[src/rtl/advanced_wrapping_counter.sv]
// advanced_wrapping_counter: modulo-RANGE up/down counter with synchronous load.
module advanced_wrapping_counter #(
    parameter int RANGE = 16,
    parameter int WIDTH = (RANGE > 1) ? $clog2(RANGE) : 1
) (
    input  logic             clock,
    input  logic             reset,
    input  logic             i_increment,
    input  logic             i_decrement,
    input  logic             i_load,
    input  logic [WIDTH-1:0] i_load_value,
    output logic [WIDTH-1:0] o_count
);
    localparam logic [WIDTH-1:0] MAX = WIDTH'(RANGE - 1);
    always_ff @(posedge clock) begin
        if (reset) o_count <= '0;
        else if (i_load) o_count <= i_load_value;
        else if (i_increment && !i_decrement) o_count <= (o_count == MAX) ? '0 : o_count + 1'b1;
        else if (i_decrement && !i_increment) o_count <= (o_count == '0) ? MAX : o_count - 1'b1;
    end
endmodule

[src/rtl/fifo_read_streamer.sv]
// fifo_read_streamer: turns a FIFO read port into a valid/ready stream through a 2-entry skid buffer.
module fifo_read_streamer #(
    parameter int WIDTH       = 8,
    parameter int COUNT_WIDTH = 16
) (
    input  logic                   clock,
    input  logic                   reset,
    input  logic                   flush,
    input  logic                   fifo_empty,
    output logic                   fifo_read_enable,
    input  logic [WIDTH-1:0]       fifo_read_data,
    output logic                   stream_valid,
    input  logic                   stream_ready,
    output logic [WIDTH-1:0]       stream_data,
    output logic [1:0]             buffer_level,
    output logic [COUNT_WIDTH-1:0] transfer_count
);
    typedef enum logic [1:0] {EMPTY = 2'd0, ONE = 2'd1, TWO = 2'd2} state_t;
    state_t           r_state;
    logic [WIDTH-1:0] r_head;
    logic [WIDTH-1:0] r_spare;
    logic             w_push;
    logic             w_pop;
    // Reading only while a slot is free keeps the FIFO pop independent of stream_ready.
    assign w_push           = !reset && !flush && !fifo_empty && r_state != TWO;
    assign w_pop            = stream_valid && stream_ready;
    assign fifo_read_enable = w_push;
    assign stream_valid     = !reset && !flush && r_state != EMPTY;
    assign stream_data      = r_head;
    assign buffer_level     = reset ? 2'd0 : r_state;
    always_ff @(posedge clock) begin
        if (reset || flush) r_state <= EMPTY;
        else case (r_state)
            EMPTY: if (w_push) begin
                r_state <= ONE;
                r_head  <= fifo_read_data;
            end
            ONE: begin
                if (w_push && !w_pop) begin
                    r_state <= TWO;
                    r_spare <= fifo_read_data;
                end else if (w_pop && !w_push) r_state <= EMPTY;
                else if (w_push) r_head <= fifo_read_data;
            end
            TWO: if (w_pop) begin
                r_state <= ONE;
                r_head  <= r_spare;
            end
            default: r_state <= EMPTY;
        endcase
    end
    advanced_wrapping_counter #(
        .RANGE(2 ** COUNT_WIDTH),
        .WIDTH(COUNT_WIDTH)
    ) u_count (
        .clock       (clock),
        .reset       (reset),
        .i_increment (w_pop),
        .i_decrement (1'b0),
        .i_load      (1'b0),
        .i_load_value({COUNT_WIDTH{1'b0}}),
        .o_count     (transfer_count)
    );
endmodule
[config.mk]
export PLATFORM = sky130hd
export DESIGN_NAME = fifo_read_streamer
export DESIGN_NICKNAME = d
export VERILOG_FILES = /design/src/rtl/advanced_wrapping_counter.sv /design/src/rtl/fifo_read_streamer.sv
export SDC_FILE = /design/constraint.sdc
export NUM_CORES = 1
export LEC_CHECK = 0
export BUFFER_PORTS_ARGS = -buffer_cell sky130_fd_sc_hd__buf_2
export CAP_MARGIN = 20
export CORE_ASPECT_RATIO = 1.4
export CORE_MARGIN = 1.5
export CORE_UTILIZATION = 55
export DETAILED_ROUTE_END_ITERATION = 8
export HOLD_SLACK_MARGIN = 0.1
export PLACE_DENSITY = 0.78
export SLEW_MARGIN = 20
export SYNTH_ARGS = -nofsm -noshare
export SYNTH_HDL_FRONTEND = slang
export SYNTH_HIERARCHICAL = 1
export SYNTH_SLANG_ARGS = --single-unit
[constraint.sdc]
create_clock -name clock -period 5.85 [get_ports clock]
set_input_delay 1.17 -clock clock [delete_from_list [all_inputs] [get_ports clock]]
set_output_delay 1.17 -clock clock [all_outputs]
set_load 0.05 [all_outputs]
# ---- Word level (Yosys, flattened, before mapping)
# Cells that the tools add are included.
dict set report totals {
  reg_bits 34
  word_cells 46
  inputBits 13
}
dict set report classes {
  n_mux 12
  n_reduce_logical 19
  add_sub_neg 1
  n_eq_ne 9
  bitwise 1
}
# cell count
set ops {}
lappend ops {{$mux W8} 4}
lappend ops {{$pmux W8 S3} 1}
lappend ops {{$add A16 B1 Y16 const B} 1}
lappend ops {{$eq A16 B16 Y1 const B} 1}
lappend ops {{$mux W16} 1}
lappend ops {{$mux W2} 5}
lappend ops {{$ne A2 B2 Y1 const B} 4}
lappend ops {{$logic_and A1 B1 Y1} 7}
lappend ops {{$pmux W2 S3} 1}
lappend ops {{$reduce_and A3 Y1} 2}
lappend ops {{$logic_not A1 Y1} 5}
lappend ops {{$reduce_and A5 Y1} 1}
lappend ops {{$ne A3 B3 Y1 const B} 1}
lappend ops {{$reduce_bool A3 Y1} 1}
lappend ops {{$eq A2 B1 Y1 const B} 1}
lappend ops {{$eq A2 B2 Y1 const B} 1}
lappend ops {{$logic_not A2 Y1} 1}
lappend ops {{$ne A2 B1 Y1 const B} 1}
lappend ops {{$reduce_bool A2 Y1} 1}
lappend ops {{$logic_or A1 B1 Y1} 1}
lappend ops {{$not A1 Y1} 1}

# ---- Longest topological paths before layout
# Gate-level depths: netlist of run 1.
dict set report depth {
  depth_word 9
  mapped_depth 10
  mapped_depth_nobuf 9
}

# ---- By module
# Netlist of run 1, hierarchy kept.
# mod area_each_um2 instances cells_each seq_area_each_um2
set modules_own_cells {}
lappend modules_own_cells {advanced_wrapping_counter 1734.2 1 238 320.3}
lappend modules_own_cells {fifo_read_streamer 837.1 1 56 520.5}

# ---- Worst setup path before layout of run 1
# Ideal clock, no wire load.
dict set report synth_path {
  path_type {input port to flip-flop}
  startpoint {in flush}
  endpoint {reg u_count.o_count[8]}
  arrival_ns 3.109
  slack_ns 2.604
  path_stages 9
  setup_time_ns 0.137
  t_required_ns 5.713
  path_buffers 2
  path_cell_list {nor2_1 -> o21a_1 -> and2_1 -> nor2b_1 -> buf_2 -> nor3_1 -> clkbuf_1 -> a221oi_1 -> a211oi_1}
}
dict set report synth_between {
  elab_chain_cells 4
}
# element line_no
set synth_lines {}
lappend synth_lines {{from (decl)} fifo_read_streamer.sv:8} ;# input logic flush,
lappend synth_lines {{$logic_not A1 Y1} fifo_read_streamer.sv:28} ;# assign stream_valid = !reset && !flush && r_state != EMPTY;
lappend synth_lines {{$logic_and A1 B1 Y1 (2 in series)} fifo_read_streamer.sv:28}
lappend synth_lines {{net stream_valid} fifo_read_streamer.sv:12} ;# output logic stream_valid,
lappend synth_lines {{$logic_and A1 B1 Y1} fifo_read_streamer.sv:26} ;# assign w_pop = stream_valid && stream_ready;
lappend synth_lines {{net w_pop} fifo_read_streamer.sv:23} ;# logic w_pop;
lappend synth_lines {{to (signal assigned)} advanced_wrapping_counter.sv:17} ;# else if (i_load) o_count <= i_load_value;
lappend synth_lines {{to (signal assigned)} advanced_wrapping_counter.sv:18} ;# else if (i_increment && !i_decrement) o_count <= (o_count == MAX) ? '0 : o_count + 1'b1;
lappend synth_lines {{to (signal assigned)} advanced_wrapping_counter.sv:19} ;# else if (i_decrement && !i_increment) o_count <= (o_count == '0) ? MAX : o_count - 1'b1;
lappend synth_lines {{to (decl)} advanced_wrapping_counter.sv:12} ;# output logic [WIDTH-1:0] o_count
# The timed path passes the listed nets, and every way through them passes these cells.
# A chain may end at the register's enable or synchronous reset.

# ---- Final worst setup path of run 1
dict set report layout_path {
  startpoint {in reset}
  endpoint {reg u_count.o_count[4]}
}
dict set report layout_between {
  elab_chain_cells 4
}
# element line_no
set layout_lines {}
lappend layout_lines {{from (decl)} fifo_read_streamer.sv:7} ;# input logic reset,
lappend layout_lines {{$logic_not A1 Y1} fifo_read_streamer.sv:28}
lappend layout_lines {{$logic_and A1 B1 Y1 (2 in series)} fifo_read_streamer.sv:28}
lappend layout_lines {{$logic_and A1 B1 Y1} fifo_read_streamer.sv:26}
lappend layout_lines {{net w_pop} fifo_read_streamer.sv:23}
# The timed path passes the listed nets, and every way through them passes these cells.

==> qor.txt, run 1 <==
=========================================================================================
Run status ................................................................. complete, no violations
Clock Sinks ................................................................           34
Routability congestion estimate from global placement ......................        0.925
Switching component of the power ...........................................     0.248 mW
Number of clock buffers inserted by TritonCTS ..............................            5
Clock network fraction of total power ......................................        0.357
Die area ...................................................................     5100 µm²
Most repeated cell in the gate-level netlist after synthesis ...............      nand2_1
# H-tree levels ............................................................            2
Vias per inst ..............................................................         6.03
Number of standard cells after synthesis ...................................          294
Nets .......................................................................          356
Type of origin of the critical path ........................................    input pin
Core region area ...........................................................     4500 µm²
Number of global-route vias before repair ..................................         2291
Static Leak ................................................................      1.17 nW
DRC errors left ............................................................            0
Total power of the final layout ............................................     0.746 mW
Top cells by count, synth .................................................. nand2_1, nor2_1, a21oi_1, dfxtp_1, edfxtp_1
Class of the worst hold path ...............................................   reg -> reg
Antenna violation net count after detailed routing .........................            0
Max Freq ...................................................................    0.269 GHz
Number of buffer cells added on primary ports ..............................           40
Die height .................................................................      83.9 µm
Die Wd .....................................................................      60.8 µm
Final Max Tran Viols .......................................................            0
First-pass GRT wire length .................................................     10600 µm
Number of antenna violations at the first check in global routing ..........            0
Clk Tree Root Cell .........................................................     clkbuf_8
Setup repair after global routing missed its margin ........................           no
Cell area after technology mapping .........................................     2570 µm²
I/O pin count ..............................................................           41
Maximum number of pins on one net before global-route repair ...............           29
Total overflow reported by the global router ...............................            0
Synth unique cells .........................................................           70
Net switching share of the total power .....................................        0.332
DP Worst Slack .............................................................      1.97 ns
Initial DRC count ..........................................................          120
Synth Warn # ...............................................................            6
Number of setup buffers added after CTS ....................................            0
Type of destination of the critical path ...................................     register
Total wire length after detailed routing ...................................      6520 µm
Area leader, netlist .......................................................     edfxtp_1
Final period util ..........................................................        0.635
VDD IR max .................................................................   0.000156 V
All-layer global routing usage .............................................        0.271
Number of flip-flops and latches in the synthesized netlist ................           34
Critical path data arrival time ............................................      3.94 ns
Number of inserted diodes ..................................................            0
Count of instances resized after the clock tree is built ...................            0
Count of flip-flops with a built-in enable after synthesis .................           16
Total negative setup slack .................................................         0 ns
Worst path cell trace ...................................................... buf_2, nor2_1, o21a_1, and2_1, nor2b_1, or3_1, o221ai_1, a21oi_1
Mean area per synthesized cell .............................................     8.75 µm²
Type of the worst setup path ...............................................    in -> reg
Relative slew slack ........................................................        0.408
Top flip-flop cell by instance count after synthesis .......................      dfxtp_1
Worst Tran Pin Value .......................................................     0.886 ns
Number of vias after detailed routing ......................................         2418
Starting utilization of the core area ......................................        0.571
Hold-fix buffers, CTS ......................................................            0
Clock tree from TritonCTS ..................................................         done
# fillers ..................................................................          422
Time the final worst path needs with I/O delays and setup ..................      3.71 ns
Minimum setup slack in the final design ....................................      2.14 ns
Cell at the slowest stage of the critical path .............................      nor2b_1
Peak fanout along the critical path ........................................           25
Delay of the slowest cell on the worst path ................................      0.75 ns
End-of-flow core utilization ...............................................        0.652
Biggest area contributors in the synthesized netlist ....................... edfxtp_1, dfxtp_1, mux2_4
Area share of the largest cell type after synthesis ........................        0.187
Total setup violations reported at the end of the flow .....................            0
Clock Path Buffers .........................................................            2
MaxCap Viol Count ..........................................................            0
Routed wire length per instance ............................................      16.3 µm
Number of hold violations in the final report ..............................            0
Fraction of layout cells with a size suffix above 1 ........................        0.236
Portion of the post-synthesis area used by sequential elements .............        0.327
Reg clk slew, reported paths ...............................................      0.08 ns
Seq pwr share ..............................................................        0.389
Int Pwr ....................................................................     0.498 mW
First-pass iteration count of the detailed router ..........................            4
Data required time at the worst endpoint ...................................      6.07 ns
Proportion of register bits with asynchronous set or reset after synthesis .            0
Area growth from synthesis to final layout .................................        14.0%
Insertion delay of the later-clocked pin in the worst-skew pair ............      0.29 ns
Share of total power in combinational logic ................................        0.254
Detailed placement HPWL ....................................................      4570 µm
Clock Skews ................................................................   0.00295 ns
Num rows ...................................................................           29
Power density over the cells ...............................................   254 nW/µm²
=========================================================================================
## registers in the layout, indices dropped and copies added, names as in the netlist
name             flops
r_state              2
r_spare              8
stream_data          8
u_count/o_count     16
## area by class of cell
| type | instances | area, µm² | area share |
|---|---|---|---|
| Multi-Input combinational cell | 250 | 1650 | 0.563 |
| Sequential cell | 34 | 841 | 0.287 |
| Timing Repair Buffer | 40 | 200 | 0.0683 |
| Tap cell | 62 | 77.6 | 0.0265 |
| Clock buffer | 5 | 68.8 | 0.0235 |
| Clock inverter | 3 | 68.8 | 0.0235 |
| Inverter | 7 | 26.3 | 0.00896 |
## cells in the final DEF, fill, tap and decap left out, types with 6 or more instances in the layout
cell type	instances
conb_1	23
xnor2_1	6
mux2_4	8
dfxtp_1	18
nand2b_1	8
nand2_1	29
nand3b_1	7
nor2_1	26
nand3_1	11
inv_1	7
edfxtp_1	16
buf_2	40
o21ai_0	8
a21oi_1	20
## power groups by stage
stage	Combinational, mW	Sequential [mW]	Clock (mW)
final	0.190	0.290	0.266
after floorplan	0.126	0.318	0
after global placement	0.180	0.294	0
after detailed placement	0.184	0.295	0
after CTS	0.185	0.289	0.269
after global routing	0.205	0.293	0.276
## worst max-delay path, delay by kind of cell
kind            cells  cell delay, ns
compound gates      3            0.61
buf+inv             1            0.27
simple gates        4            1.88
## kinds of logic (layout without fill, tap and decap cells)
group | Yosys count | after routing | synth area share
AO/OA/AOI/OAI | 81 | 81 | 0.231
buffers and inverters | 32 | 55 | 0.0676
multiplexers | 10 | 10 | 0.0550
flip-flops | 34 | 34 | 0.327
other | 1 | 23 | 0.00146
AND/OR/NAND/NOR | 120 | 120 | 0.256
adder cells (fa/ha/maj) | 5 | 5 | 0.0243
XOR/XNOR | 11 | 11 | 0.0375
## worst paths after layout
path	slack, ns	depth (start not counted)	startpoint	to
worst max-delay path	2.14	8	reset	u_count/o_count[4]
worst min-delay path	0.55	1	r_spare[5]	stream_data[5]
worst max register to register	3.13	6	r_state[1]	u_count/o_count[4]
worst min register to register	0.55	1	r_spare[5]	stream_data[5]
## per-stage QoR
| step | instances | area [µm²] | hold WS, ns |
|---|---|---|---|
| 6_report | 401 | 2930 | 0.553 |
| 5_1_grt | 401 | 2930 | 0.571 |
| 4_1_cts | 401 | 2930 | 0.556 |
| 3_5_place_dp | 393 | 2790 | 0.536 |
| 3_3_place_gp | 393 | 2780 | 0.532 |
| 2_1_floorplan | 316 | 2650 | 0.527 |
## layer usage
layer  vias to the layer above  global-route usage  routed length [µm]
met4                         0               0.140                 274
met3                        23              0.0403                 363
met5                         -                   0                   0
met1                      1156               0.318                2560
li1                       1142                   -                   -
met2                        97               0.457                3320
(Power assumes the default switching activity.)
==> run 2: changes to the inputs <==
- ABC_AREA: default -> 1
- clock period: 5.85 -> 3.9 ns (I/O delays scaled with it)
==> run 2 against run 1 <==
Against the previous run: core utilization grew 0.80 points; combinational power grew 56%; die area grew 1.8%; non-clock buffer count grew 1; largest power group unchanged.
==> qor.txt, run 2 <==
=================================================================================================================
Number of inserted diodes ..........................................................................            0   unchanged
Type of destination of the critical path ...........................................................     register
Detailed placement HPWL ............................................................................      4980 µm   +8.9%
Total overflow reported by the global router .......................................................            0   unchanged
Placement-stage cell area ..........................................................................     2900 µm²   +4.0%
Number of buffer cells added on primary ports ......................................................           40   unchanged
Clock Path Buffers .................................................................................            2   unchanged
Area growth from synthesis to final layout .........................................................        15.1%
Core region area ...................................................................................     4570 µm²   +1.6%
DRC errors left ....................................................................................            0   unchanged
Basic-gate share of the synthesized area counting and, or, nand and nor cells ......................        0.424   +0.168
Antenna violation net count after detailed routing .................................................            0   unchanged
VDD IR max .........................................................................................   0.000263 V   +69%
Cell at the slowest stage of the critical path .....................................................       nor2_1
Number of antenna violations at the first check in global routing ..................................            0   unchanged
Worst reg2reg setup slack ..........................................................................      1.38 ns   -1.75 ns
Maximum number of pins on one net before global-route repair .......................................           19   -34%
Most used cells in the layout excluding fill and tap cells ......................................... nand2_1, inv_1, nor2_1, buf_2, nand3_1
Number of hold violations in the final report ......................................................            0   unchanged
Area share of the largest cell type after synthesis ................................................        0.183   -0.00348
Area leader, netlist ...............................................................................     edfxtp_1
Fraction of layout cells with a size suffix above 1 ................................................        0.189   -0.0466
Routed wire length per instance ....................................................................      12.8 µm   -21%
Max Freq ...........................................................................................    0.353 GHz
First-pass GRT wire length .........................................................................     10800 µm   +1.6%
Cell family contributing the most delay on the critical path ....................................... simple AND/OR/NAND/NOR gates
Data required time at the worst endpoint ...........................................................      4.07 ns   -2.00 ns
Register ranked first by flip-flop count ........................................................... u_count/o_count
Hold-fix buffers, CTS ..............................................................................            0   unchanged
Num rows ...........................................................................................           29   unchanged
Number of buffer and inverter instances along the worst setup path .................................            4   +3
Mean area per synthesized cell .....................................................................     6.55 µm²   -25%
Number of standard cells after synthesis ...........................................................          400   +36%
Worst hold margin ..................................................................................     0.523 ns   -0.0306 ns
First-pass iteration count of the detailed router ..................................................            5   +1
Clock tree from TritonCTS ..........................................................................         done
Starting utilization of the core area ..............................................................        0.573   +0.00160
Top flip-flop cell by instance count after synthesis ...............................................      dfxtp_1
All-layer global routing usage .....................................................................        0.273   +0.00144
Arithmetic-cell share of the synthesized area counting full adders, half adders and majority gates .       0.0239   -0.000453
Class of the worst hold path .......................................................................   reg -> reg
Number of clock buffers inserted by TritonCTS ......................................................            5   unchanged
Die Wd .............................................................................................      61.3 µm   +0.90%
Critical path data arrival time ....................................................................      3.00 ns   -0.94 ns
Worst Tran Pin Value ...............................................................................     0.668 ns   -0.218 ns
Routability congestion estimate from global placement ..............................................        0.976   +5.4%
Total negative setup slack .........................................................................         0 ns   unchanged
Count of flip-flops with a built-in enable after synthesis .........................................           16   unchanged
Clk Tree Root Cell .................................................................................     clkbuf_8
Insertion delay of the later-clocked pin in the worst-skew pair ....................................      0.29 ns   about the same
Relative slew slack ................................................................................        0.553   +0.145
Total setup violations reported at the end of the flow .............................................            0   unchanged
Initial DRC count ..................................................................................          192   +60%
Final period util ..................................................................................        0.726
Static Leak ........................................................................................      1.43 nW   +22%
Time the final worst path needs with I/O delays and setup ..........................................      2.83 ns
Most common cell after layout, fill and taps aside .................................................      nand2_1
I/O pin count ......................................................................................           41   unchanged
Clock Skews ........................................................................................   0.00647 ns   +0.00352 ns
Nets ...............................................................................................          471   +32%
Number of global-route vias before repair ..........................................................         2392   +4.4%
MaxCap Viol Count ..................................................................................            0   unchanged
# H-tree levels ....................................................................................            2   unchanged
Portion of the post-synthesis area used by sequential elements .....................................        0.321   -0.00609
Fraction of synthesized area in multiplexers .......................................................            0   -0.0550
Type of origin of the critical path ................................................................    input pin
Delay of the slowest cell on the worst path ........................................................      0.52 ns   -0.23 ns
Most repeated cell in the gate-level netlist after synthesis .......................................      nand2_1
Clock Sinks ........................................................................................           34   unchanged
Type of the worst setup path .......................................................................    in -> reg
Reg clk slew, reported paths .......................................................................      0.07 ns   about the same
Vias per inst ......................................................................................         5.24   -13%
Top cells by count, synth .......................................................................... nand2_1, inv_1, nor2_1, nand3_1, o21ai_0
Setup repair after global routing missed its margin ................................................           no
Synth unique cells .................................................................................           35   -50%
Number of flip-flops and latches in the synthesized netlist ........................................           34   unchanged
Count of instances resized after the clock tree is built ...........................................            0   unchanged
Synth Warn # .......................................................................................            6   unchanged
Biggest area contributors in the synthesized netlist ............................................... edfxtp_1, nand2_1, dfxtp_1
Run status ......................................................................................... complete, no violations
Synthesized-area fraction occupied by xor and xnor cells ...........................................       0.0201   -0.0174
Main combinational cell family by area after synthesis ............................................. simple AND/OR/NAND/NOR gates
Post-route cell area ...............................................................................     3020 µm²   +2.9%
Compound-Gate Fraction of Synth Area ...............................................................        0.109   -0.121
Number of flip-flops in the largest register .......................................................           16   unchanged
Peak fanout along the critical path ................................................................           14   -44%
Worst path cell trace .............................................................................. buf_2, nor2_8, nand3_4, inv_1, inv_1, nor2_4, nor2_1, nand2_1, buf_4, o21ai_0, a21oi_1
Number of vias after detailed routing ..............................................................         2704   +12%
Die height .........................................................................................      84.7 µm   +0.91%
CP most frequent cell ..............................................................................        inv_1
Proportion of register bits with asynchronous set or reset after synthesis .........................            0   unchanged
Cell area after technology mapping .................................................................     2620 µm²   +1.9%
Power density over the cells .......................................................................   350 nW/µm²   +38%
Number of setup buffers added after CTS ............................................................            0   unchanged
Final Max Tran Viols ...............................................................................            0   unchanged
Total wire length after detailed routing ...........................................................      6620 µm   +1.4%
Die area ...........................................................................................     5190 µm²   +1.8%
=================================================================================================================
==> run 2: cell types whose count changed after synthesis, moves of 10 or more <==
cell     previous run  this run
inv_1               7        44
nand2_1            29       121
nand3_1            11        30
nor2_1             26        42
nor2_2              1        11
o21ai_0             8        24
==> run 2: tightest hold or removal path, stage by stage, from the launching register on <==
cell and delay (ns):
edfxtp_1 0.32, nand2_1 0.05, nand2_1 0.05
==> run 2: layout make-up <==
type / count / area [µm²]
Clock buffer: 5 / 68.8
Clock inverter: 3 / 45.0
Fill cell: 441 / 1560
Inverter: 51 / 191
Multi-Input combinational cell: 320 / 1580
Sequential cell: 34 / 841
Tap cell: 62 / 77.6
Timing Repair Buffer: 41 / 208
==> run 2: logic make-up after synthesis <==
kind of cell	Yosys count
other cells	1
simple gates	238
buf+inv	64
flops	34
compound gates	52
fa+ha+maj	5
xor+xnor	6
==> run 2: report_power, final <==
group | switching [mW] | leakage, nW | internal, mW
Combinational | 0.210 | 1.08 | 0.0860
Clock | 0.139 | 0.0504 | 0.190
Sequential | 0.0375 | 0.295 | 0.392
==> run 2: layer usage <==
| layer | track usage | share of wire |
|---|---|---|
| met3 | 0.0570 | 0.070 |
| met5 | 0 | 0 |
| met4 | 0.108 | 0.022 |
| met2 | 0.457 | 0.51 |
| met1 | 0.330 | 0.40 |
==> run 2: worst paths after layout <==
check | from | end | depth (start not counted)
setup / recovery | reset | u_count/o_count[11] | 11
hold reg to reg | r_spare[6] | stream_data[6] | 2
hold / removal | r_spare[6] | stream_data[6] | 2
setup reg to reg | r_state[0] | u_count/o_count[11] | 11
==> run 2: stage by stage <==
step / power [mW] / utilization / cells / worst slack, ns
finish: 1.05 / 0.660 / 516 / 1.07
global route: 1.11 / 0.660 / 516 / 0.873
CTS: 1.06 / 0.660 / 516 / 1.11
detailed placement: 0.727 / 0.635 / 508 / 0.855
global placement: 0.723 / 0.635 / 508 / 0.986
floorplan: 0.663 / - / 418 / 1.29
==> run 3: changes to the inputs <==
- ABC_AREA: 1 -> 0
- clock period: 3.9 -> 2.8 ns (I/O delays scaled with it)
==> run 3 against run 2 <==
Against the previous run: core utilization shrank 1.2 points; hold slack got worse by 0.064 ns; combinational power increased by 35%.
==> qor.txt, run 3 (synthesized netlist as in run 1, its figures left out) <==
================================================================================
First-pass iteration count of the detailed router .................            4   -1
Setup repair after global routing missed its margin ...............           no
Number of hold violations in the final report .....................            0   unchanged
Clock tree from TritonCTS .........................................         done
# H-tree levels ...................................................            2   unchanged
Number of clock buffers inserted by TritonCTS .....................            5   unchanged
Die area ..........................................................     5100 µm²   -1.8%
# fillers .........................................................          433   -1.8%
Nets ..............................................................          362   -23%
Reg clk slew, reported paths ......................................      0.08 ns   about the same
VDD IR max ........................................................   0.000295 V   +12%
Die Wd ............................................................      60.8 µm   -0.89%
Initial DRC count .................................................          127   -34%
Number of buffer cells added on primary ports .....................           40   unchanged
Hold-fix buffers, CTS .............................................            0   unchanged
Clock Sinks .......................................................           34   unchanged
Clock Skews .......................................................    0.0118 ns   +0.00532 ns
Maximum number of pins on one net before global-route repair ......           29   +10
Number of setup buffers added after CTS ...........................            0   unchanged
CP most frequent cell .............................................       nor2_1
Register ranked first by flip-flop count .......................... u_count/o_count
Worst path cell trace ............................................. buf_2, nor2_1, o21a_1, and2_1, nand2b_1, nor2_1, a22oi_1, a311oi_1
Type of origin of the critical path ...............................    input pin
Sequential cell area ..............................................      841 µm²   unchanged
Routability congestion estimate from global placement .............        0.896   -8.2%
Clk Tree Root Cell ................................................     clkbuf_8
Number of global-route vias before repair .........................         2310   -3.4%
Number of vias after detailed routing .............................         2378   -12%
Core region area ..................................................     4500 µm²   -1.6%
Total negative setup slack ........................................         0 ns   unchanged
Worst Tran Pin Value ..............................................     0.736 ns   +0.0677 ns
Most common cell after layout, fill and taps aside ................        buf_2
Most used cells in the layout excluding fill and tap cells ........ buf_2, nand2_1, nor2_1, conb_1, a21oi_1
I/O pin count .....................................................           41   unchanged
Type of the worst setup path ......................................    in -> reg
First-pass GRT wire length ........................................     10500 µm   -2.6%
MaxCap Viol Count .................................................            0   unchanged
Class of the worst hold path ......................................    in -> reg
Number of antenna violations at the first check in global routing .            0   unchanged
Total wire length after detailed routing ..........................      6410 µm   -3.2%
Total overflow reported by the global router ......................            0   unchanged
Vias per inst .....................................................         5.84   +11%
Max Freq ..........................................................    0.418 GHz
Number of flip-flops in the largest register ......................           16   unchanged
Cell at the slowest stage of the critical path ....................       nor2_1
Clock Path Buffers ................................................            2   unchanged
Relative slew slack ...............................................        0.508   -0.0453
Area growth from synthesis to final layout ........................        13.3%
Starting utilization of the core area .............................        0.571   -0.00160
Peak fanout along the critical path ...............................           14   unchanged
Final Max Tran Viols ..............................................            0   unchanged
Final period util .................................................        0.855
Time the final worst path needs with I/O delays and setup .........      2.39 ns
Die height ........................................................      83.9 µm   -0.90%
Type of destination of the critical path ..........................     register
Routed wire length per instance ...................................      15.7 µm   +23%
Count of instances resized after the clock tree is built ..........            0   unchanged
Run status ........................................................ complete, no violations
Antenna violation net count after detailed routing ................            0   unchanged
Fraction of layout cells with a size suffix above 1 ...............        0.241   +0.0512
Power density over the cells ......................................   468 nW/µm²   +34%
All-layer global routing usage ....................................        0.268   -0.00520
Delay of the slowest cell on the worst path .......................      0.46 ns   -0.06 ns
Static Leak .......................................................      1.17 nW   -18%
Insertion delay of the later-clocked pin in the worst-skew pair ...      0.29 ns   about the same
Number of inserted diodes .........................................            0   unchanged
Total setup violations reported at the end of the flow ............            0   unchanged
Area of the multi-input gates .....................................     1640 µm²   +3.5%
End-of-flow core utilization ......................................        0.648   -0.0119
Detailed placement HPWL ...........................................      4590 µm   -7.8%
Critical path data arrival time ...................................      2.59 ns   -0.41 ns
DRC errors left ...................................................            0   unchanged
Num rows ..........................................................           29   unchanged
Data required time at the worst endpoint ..........................      3.00 ns   -1.07 ns
================================================================================
==> run 3: cell count changes in the layout (fill, tap and decap cells not counted), moves of 6 or more <==
cell and change:
o21ai_0 -16, nor2_1 -16, nor2_4 -6, mux2_4 +8, a21oi_1 +7, nand3_1 -19, xnor2_1 +6, nand2_1 -92
inv_1 -37, nand3b_1 +7, nor2_2 -10, nand2b_1 +8
==> run 3: critical path, delay by kind of cell <==
family | cells | cell delay (ns)
and+or+nand+nor | 4 | 1.31
AOI/OAI and AO/OA | 3 | 0.62
buffers and inverters | 1 | 0.11
==> run 3: worst paths after layout <==
| path | cells past startpoint | end | slack, ns | startpoint |
|---|---|---|---|---|
| worst min register to register | 1 | stream_data[3] | 0.55 | r_spare[3] |
| worst max-delay path | 8 | u_count/o_count[12] | 0.41 | flush |
| worst min-delay path | 1 | r_spare[6] | 0.46 | fifo_read_data[6] |
| worst max register to register | 8 | u_count/o_count[11] | 0.49 | r_state[1] |
==> run 3: cell type report <==
type | instances | area share
Multi-Input combinational cell | 250 | 0.562
Sequential cell | 34 | 0.289
Timing Repair Buffer | 46 | 0.0842
Tap cell | 62 | 0.0266
Clock buffer | 5 | 0.0236
Inverter | 7 | 0.00902
Clock inverter | 3 | 0.00558
==> run 3: routing by layer <==
layer,wire length [µm],part of all wire,global-route usage,vias up
met1,2510,0.39,0.322,1087
met2,3130,0.49,0.431,106
met5,0,0,0,-
met3,462,0.072,0.0465,23
met4,304,0.047,0.152,0
li1,-,-,-,1162
==> run 3: power breakdown <==
group	total, mW	internal, mW	switching [mW]
Combinational	0.400	0.141	0.259
Clock	0.360	0.170	0.190
Sequential	0.604	0.546	0.0583
==> run 3: metrics by stage <==
stage               hold WS (ns)  cells  power [mW]  setup slack (ns)  instance area, µm²
floorplan                  0.527    316       0.927             0.164                2650
global placement           0.531    399       0.997             0.232                2830
detailed placement         0.536    399        1.00             0.146                2830
CTS                        0.458    407        1.36             0.426                2910
global route               0.464    407        1.43             0.274                2910
finish                     0.459    407        1.36             0.407                2910
